===== src/rtl/alu_arbiter_pkg.sv =====
// Shared ALU opcode encoding for requesters of alu_arbiter.
package alu_arbiter_pkg;

    typedef enum logic [3:0] {
        ALU_ADD    = 4'd0,
        ALU_SUB    = 4'd1,
        ALU_ADDW   = 4'd2,
        ALU_SUBW   = 4'd3,
        ALU_AND    = 4'd4,
        ALU_OR     = 4'd5,
        ALU_XOR    = 4'd6,
        ALU_SLL    = 4'd7,
        ALU_SRL    = 4'd8,
        ALU_SRA    = 4'd9,
        ALU_SLT    = 4'd10,
        ALU_SLTU   = 4'd11,
        ALU_SH1ADD = 4'd12,
        ALU_SH2ADD = 4'd13,
        ALU_SH3ADD = 4'd14
    } alu_op_t;

endpackage


===== src/rtl/alu_arbiter.sv =====
// Round-robin arbiter sharing one combinational ALU among NUM_REQ requesters,
// with a registered response slot per requester.
module alu_arbiter
    import alu_arbiter_pkg::*;
#(
    parameter int NUM_REQ = 2,
    parameter int TAG_W   = 4,
    localparam int IDX_W  = (NUM_REQ > 1) ? $clog2(NUM_REQ) : 1
) (
    input  logic                            clk,
    input  logic                            rst_n,
    input  logic [NUM_REQ-1:0]              req_valid,
    output logic [NUM_REQ-1:0]              req_ready,
    input  logic [NUM_REQ-1:0][63:0]        req_operand_a,
    input  logic [NUM_REQ-1:0][63:0]        req_operand_b,
    input  alu_op_t [NUM_REQ-1:0]           req_alu_op,
    input  logic [NUM_REQ-1:0][TAG_W-1:0]   req_tag,
    output logic [NUM_REQ-1:0]              rsp_valid,
    input  logic [NUM_REQ-1:0]              rsp_ready,
    output logic [NUM_REQ-1:0][63:0]        rsp_result,
    output logic [NUM_REQ-1:0][TAG_W-1:0]   rsp_tag,
    output logic [63:0]                     alu_operand_a,
    output logic [63:0]                     alu_operand_b,
    output alu_op_t                         alu_op,
    input  logic [63:0]                     alu_result,
    output logic [IDX_W-1:0]                grant_idx
);

    logic [IDX_W-1:0]   rr_ptr;
    logic [NUM_REQ-1:0] eligible;
    logic [NUM_REQ-1:0] grant;
    logic               found;
    logic               have_grant;
    int                 sel;

    // A full slot being drained this cycle can accept a new result on the same edge.
    assign eligible = req_valid & (~rsp_valid | rsp_ready);

    always_comb begin
        grant     = '0;
        found     = 1'b0;
        grant_idx = '0;
        sel       = 0;
        for (int k = 0; k < NUM_REQ; k++) begin
            sel = int'(rr_ptr) + k;
            if (sel >= NUM_REQ) sel = sel - NUM_REQ;
            if (!found && eligible[sel]) begin
                found      = 1'b1;
                grant[sel] = 1'b1;
                grant_idx  = IDX_W'(sel);
            end
        end
    end

    // Nothing is accepted while reset is asserted, even if requests are presented.
    assign have_grant = found & rst_n;
    assign req_ready  = grant & {NUM_REQ{rst_n}};

    always_comb begin
        alu_operand_a = '0;
        alu_operand_b = '0;
        alu_op        = ALU_ADD;
        if (have_grant) begin
            alu_operand_a = req_operand_a[grant_idx];
            alu_operand_b = req_operand_b[grant_idx];
            alu_op        = req_alu_op[grant_idx];
        end
    end

    always_ff @(posedge clk or negedge rst_n) begin
        if (!rst_n) begin
            rr_ptr <= '0;
        end else if (have_grant) begin
            rr_ptr <= (int'(grant_idx) == NUM_REQ - 1) ? '0 : grant_idx + 1'b1;
        end
    end

    // Refill takes priority over drain so a slot can turn over every cycle.
    always_ff @(posedge clk or negedge rst_n) begin
        if (!rst_n) begin
            rsp_valid  <= '0;
            rsp_result <= '0;
            rsp_tag    <= '0;
        end else begin
            for (int i = 0; i < NUM_REQ; i++) begin
                if (req_ready[i]) begin
                    rsp_valid[i]  <= 1'b1;
                    rsp_result[i] <= alu_result;
                    rsp_tag[i]    <= req_tag[i];
                end else if (rsp_ready[i]) begin
                    rsp_valid[i]  <= 1'b0;
                end
            end
        end
    end

endmodule


===== config.mk =====
export PLATFORM = sky130hd
export DESIGN_NAME = alu_arbiter
export DESIGN_NICKNAME = d
export VERILOG_FILES = /design/src/rtl/alu_arbiter_pkg.sv /design/src/rtl/alu_arbiter.sv
export SDC_FILE = /design/constraint.sdc
export NUM_CORES = 1
export LEC_CHECK = 0
export CAP_MARGIN = 40
export CORE_AREA = 2 2 239 241
export DETAILED_ROUTE_END_ITERATION = 10
export DIE_AREA = 0 0 241 243
export DONT_BUFFER_PORTS = 1
export PLACE_DENSITY = 0.3
export SLEW_MARGIN = 10
export SYNTH_ARGS = -nofsm -noshare
export SYNTH_HDL_FRONTEND = slang
export SYNTH_SLANG_ARGS = --single-unit

===== constraint.sdc =====
create_clock -name clk -period 4.4 [get_ports clk]
set_input_delay 0.22 -clock clk [delete_from_list [all_inputs] [get_ports clk]]
set_output_delay 0.22 -clock clk [all_outputs]
set_load 0.01 [all_outputs]

Word level (Yosys, flattened, before mapping). Index checks and enable logic that the tools add are counted.

Bitwise gates (word level): 6. Shift operators: 0. $mul: 0. Equality and inequality tests: 0. Order comparisons: 7. Add/subtract/negate cells: 4. Reduce and logical (&&, ||, !) cells: 6. Div/mod/pow operators: 0. Mux-type cells: 32.

Operator list (number): $mux W64 (6); $ge A32 B1 Y1 const B (2); $lt A32 B3 Y1 const B (2); $mux W32 (2); $mux W1 (17); $mux W4 (3); $and A2 B2 Y2 (2); $mux W2 (2); $or A2 B2 Y2 (2); $reduce_bool A2 Y1 (2); $logic_and A1 B1 Y1 (3); $sub A1 B2 Y3 const B (1); $sub A2 B2 Y3 const B (1); $add A1 B1 Y2 const B (1); $demux W1 S1 (2); $ge A1 B2 Y1 const B (1); $ge A2 B2 Y1 const B (1); $lt A1 B2 Y1 const B (1); $not A2 Y2 (1); $add A1 B1 Y1 const B (1); $and A1 B1 Y1 (1); $logic_not A1 Y1 (1).

Register bits after elaboration: 139. Output and inout port bits: 273. Memory bits (writable): 0. Bits of input ports: 342. Memories kept: 0. Latch bits: 0. Word-level logic and storage cells: 62. Bits in read-only memories: 0.

Depth between registers and ports, before layout.
Depth after elaboration: 13. Gate-level depth with buffers: 6. Depth with buffers taken out: 3.

Worst setup path after synthesis. Ideal clock, no wire load.

Path kind: reg-to-output. From: register rsp_valid[1]. To: output port alu_op[0]. Path buffers: 3. Setup slack: 2659 ps. Required time: 4180 ps. Stages on the path, launching flop included: 7. Data arrival time: 1521 ps. Cells stage by stage: dfrtp_1 nor2b_1 a211o_1 clkbuf_1 buf_2 buf_2 o22ai_1.

Word-level cells in the longest chain between the ends: 13. Elaborated cells between the ends (all ways): 19. Those cells by class: 13 x mux; 4 x bitwise; 2 x reduce/logical.

RTL lines: from (decl) (RTL line alu_arbiter.sv:18) `output logic [NUM_REQ-1:0] rsp_valid,`; from (signal assigned) (RTL line alu_arbiter.sv:81) `rsp_valid <= '0;`; from (signal, indexed assignment) (RTL line alu_arbiter.sv:87) `rsp_valid[i] <= 1'b1;`; from (signal, indexed assignment) (RTL line alu_arbiter.sv:91) `rsp_valid[i] <= 1'b0;`; $not A2 Y2 * (RTL line alu_arbiter.sv:37) `assign eligible = req_valid & (~rsp_valid | rsp_ready);`; $or A2 B2 Y2 * (RTL line alu_arbiter.sv:37); $and A2 B2 Y2 * (RTL line alu_arbiter.sv:37); $mux W1 (implied by the code) (3 in a row) (RTL line alu_arbiter.sv:47) `if (!found && eligible[sel]) begin`; $mux W1 (RTL line alu_arbiter.sv:47); $logic_not A1 Y1 (RTL line alu_arbiter.sv:47); $logic_and A1 B1 Y1 (RTL line alu_arbiter.sv:47); $mux W1 (RTL line alu_arbiter.sv:47); $mux W4 (implied by the code) (2 in a row) (RTL line alu_arbiter.sv:66) `alu_op = req_alu_op[grant_idx];`; $mux W4 * (RTL line alu_arbiter.sv:63) `if (have_grant) begin`; to (decl) (RTL line alu_arbiter.sv:24) `output alu_op_t alu_op,`.

Every way passes the cells marked *; elsewhere a longest branch is shown, timed or not. The select of a mux whose other input is x is not followed.

Worst setup path after layout.
From: register rsp_valid[1]. To: output port alu_operand_b[10].

Word-level cells in the longest chain between the ends: 13. Elaborated cells between the ends (all ways): 19. Those cells by class: 13 x mux; 4 x bitwise; 2 x reduce/logical.

RTL lines: $not A2 Y2 * (RTL line alu_arbiter.sv:37); $or A2 B2 Y2 * (RTL line alu_arbiter.sv:37); $and A2 B2 Y2 * (RTL line alu_arbiter.sv:37); $mux W1 (implied by the code) (3 in a row) (RTL line alu_arbiter.sv:47); $mux W1 (RTL line alu_arbiter.sv:47); $logic_not A1 Y1 (RTL line alu_arbiter.sv:47); $logic_and A1 B1 Y1 (RTL line alu_arbiter.sv:47); $mux W1 (RTL line alu_arbiter.sv:47); $mux W64 (implied by the code) (2 in a row) (RTL line alu_arbiter.sv:65) `alu_operand_b = req_operand_b[grant_idx];`; $mux W64 * (RTL line alu_arbiter.sv:63); to (decl) (RTL line alu_arbiter.sv:23) `output logic [63:0] alu_operand_b,`.

Marked as above.

==> impl_metrics.env <==
export IMPL_synth_seq_area_share=0.4791
export IMPL_path_class="flop to primary output"
export IMPL_post_place_ws_ps=1607
export IMPL_die_w_um=241
export IMPL_cts_made_buffers=17
export IMPL_r2r_slack_ps=2270
export IMPL_hold_viol_final=0
export IMPL_fin_skew_ps=11.64
export IMPL_leakage_nw=3.640
export IMPL_crit_fanout=50
export IMPL_routed_via_density=3.999
export IMPL_synth_xor_area_frac=0
export IMPL_start_kind="flop"
export IMPL_holdWs_ps=83.97
export IMPL_core_area_um2=55950
export IMPL_total_power_w=0.004507
export IMPL_initial_core_util=0.1298
export IMPL_antenna_found_initial=18
export IMPL_mappedNetlistNets=1105
export IMPL_hp_class="primary input to flop"
export IMPL_post_drt_wl_per_cell_um=22.71
export IMPL_ff2ff_path_depth=4
export IMPL_htree_levels=4
export IMPL_gr_total_overflow=0
export IMPL_synth_fa_ha_area_frac=0
export IMPL_layout_commonest_cell="nand2_1"
export IMPL_layout_setup_ws_ps=1201
export IMPL_setup_violations=0
export IMPL_post_route_period_util=0.7270
export IMPL_synthSimpleGateAreaFrac=0.1449
export IMPL_syn_to_final_growth_pct=30.12
export IMPL_finalMaxSlewViolations=0
export IMPL_port_buffers=0
export IMPL_clk_insertion_delay_late_ps=430
export IMPL_pin_count=615
export IMPL_peakVddDrop_mv=0.3299
export IMPL_cts_sinks=139
export IMPL_ys_warn_count=0
export IMPL_critPathRequiredTime_ps=4180
export IMPL_synth_top_family_by_area="multiplexers"
export IMPL_clockBufferDepth=2
export IMPL_avgSynthCellArea_um2=9.516
export IMPL_final_nets=1140
export IMPL_hpwlAfterDp_um=28020
export IMPL_grt_usage=0.1137
export IMPL_wl_um=35700
export IMPL_die_h_um=243
export IMPL_synth_seq_cells=139
export IMPL_cts_tree="done"
export IMPL_arrival_ps=2980
export IMPL_critPathCapture="alu_operand_b[10]"
export IMPL_rows=87
export IMPL_powerDensity_nw_per_um2=477.1
export IMPL_run_status="finished, final reports clean"
export IMPL_synthCells=763
export IMPL_startpoint="rsp_valid[1]$_DFFE_PN0P_"
export IMPL_drtAntennaViolNets=0
export IMPL_synth_cell_type_count=17
export IMPL_setup_tns_ps=0
export IMPL_synth_mux_area_frac=0.2109
export IMPL_fill_cells=6277
export IMPL_grt_pass1_wl_um=46250
export IMPL_layout_drive_gt1_share=0.1615
export IMPL_worstMarginPinSlew_ps=992.4
export IMPL_endpoint_kind="primary output"
export IMPL_r2r_start="rsp_valid[0]$_DFFE_PN0P_"
export IMPL_synth_compound_area_frac=0.1211
export IMPL_syn_area_um2=7261
export IMPL_die_area_um2=58560
export IMPL_drt_iter0_drc=427
export IMPL_grt_max_degree=268
export IMPL_drv_cap=0
export IMPL_post_cts_setup_buffer_count=0
export IMPL_grt_pass1_vias=6055
export IMPL_final_min_clock_period_ps=3199
export IMPL_dr_total_vias=6287
export IMPL_cts_root_buf="clkbuf_16"
export IMPL_gp_congestion=0.7871
export IMPL_rsz0062_at_grt="false"
export IMPL_drc=0
export IMPL_slew_headroom=0.3384
export IMPL_clkTransAtPathRegs_ps=60
export IMPL_final_cell_mix="nand2_1 (267), dfrtp_1 (139), o22ai_1 (132)"
export IMPL_first_pass_iters=7
export IMPL_max_freq_mhz=312.6
export IMPL_r2r_end="rsp_result[14]$_DFFE_PN0P_"
[cell families after synthesis]
kind of cell | count (synthesis)
compound gates | 138
simple gates | 275
flops | 139
buf+inv | 75
mux | 136
[registers in the layout (all words and copies together), names as in the netlist]
| register | cells |
|---|---|
| rsp_valid | 2 |
| rr_ptr | 1 |
| rsp_tag | 8 |
| rsp_result | 128 |
[metrics by stage]
step                  util  cell area (um^2)  cells
global placement    0.1431              8009   1458
global route        0.1688              9445   1571
finish              0.1689              9448   1572
CTS                 0.1681              9408   1566
floorplan                -              7261    763
detailed placement  0.1434              8024   1459
[synth_stat cells]
library cell	instances	share of area
nand2_1	267	0.14
buf_2	30	0.021
nand2b_1	2	0.0017
dfrtp_1	139	0.48
mux2_1	57	0.088
nor2b_1	3	0.0026
a211oi_2	2	0.0034
clkbuf_1	43	0.022
o31ai_1	1	0.0010
o22ai_1	132	0.11
a211o_1	1	0.0012
or2_2	2	0.0017
inv_1	2	0.0010
o211ai_1	1	0.0010
and2_1	1	0.00086
o21ai_0	1	0.00069
mux2_2	79	0.12
[final cells by class]
class                           count  area (um^2)  share of cell area
Sequential cell                   139         3478              0.3682
Multi-Input combinational cell    549         3487              0.3691
Inverter                            2        7.507           0.0007946
Clock buffer                       18        439.2             0.04648
Tap cell                          756        945.9              0.1001
Timing Repair Buffer               89        900.9             0.09535
Antenna cell                        5        12.51            0.001324
Clock inverter                     14        176.4             0.01867
[worst max-delay path, cell delays in order, from the launching register on]
cell	delay (ps)
dfrtp_1	450
nor2b_1	250
o211ai_1	620
buf_4	440
buf_4	480
o22ai_1	250
[worst min path at each step]
stage / start / cells after the start / to / slack [ps]
after floorplan: rst_n / 0 / rr_ptr$_DFFE_PN0P_ / -80
after global placement: rst_n / 0 / rsp_result[95]$_DFFE_PN0P_ / -70
after detailed placement: rst_n / 0 / rsp_result[31]$_DFFE_PN0P_ / -70
after CTS: req_valid[1] / 3 / rr_ptr$_DFFE_PN0P_ / 50
after global routing: req_valid[1] / 3 / rr_ptr$_DFFE_PN0P_ / 90
final: req_valid[1] / 3 / rr_ptr$_DFFE_PN0P_ / 80
[timing repair]
item / CTS / global route
hold endpoints to repair: 276 / 0
gates resized for setup: 0 / 0
hold buffers: 75 / 0
[power by group]
part	internal [W]	total (W)	switching (W)
Sequential	0.00164	0.00212	0.000484
Clock	0.000876	0.00151	0.000637
Combinational	0.000410	0.000871	0.000461
[routing by layer]
| layer | track usage | share of wire |
|---|---|---|
| met2 | 0.1968 | 0.50 |
| met4 | 0.03776 | 0.023 |
| met3 | 0.05311 | 0.12 |
| met5 | 0 | 0.0015 |
| met1 | 0.1210 | 0.35 |
Power figures use the tool's default switching activity.
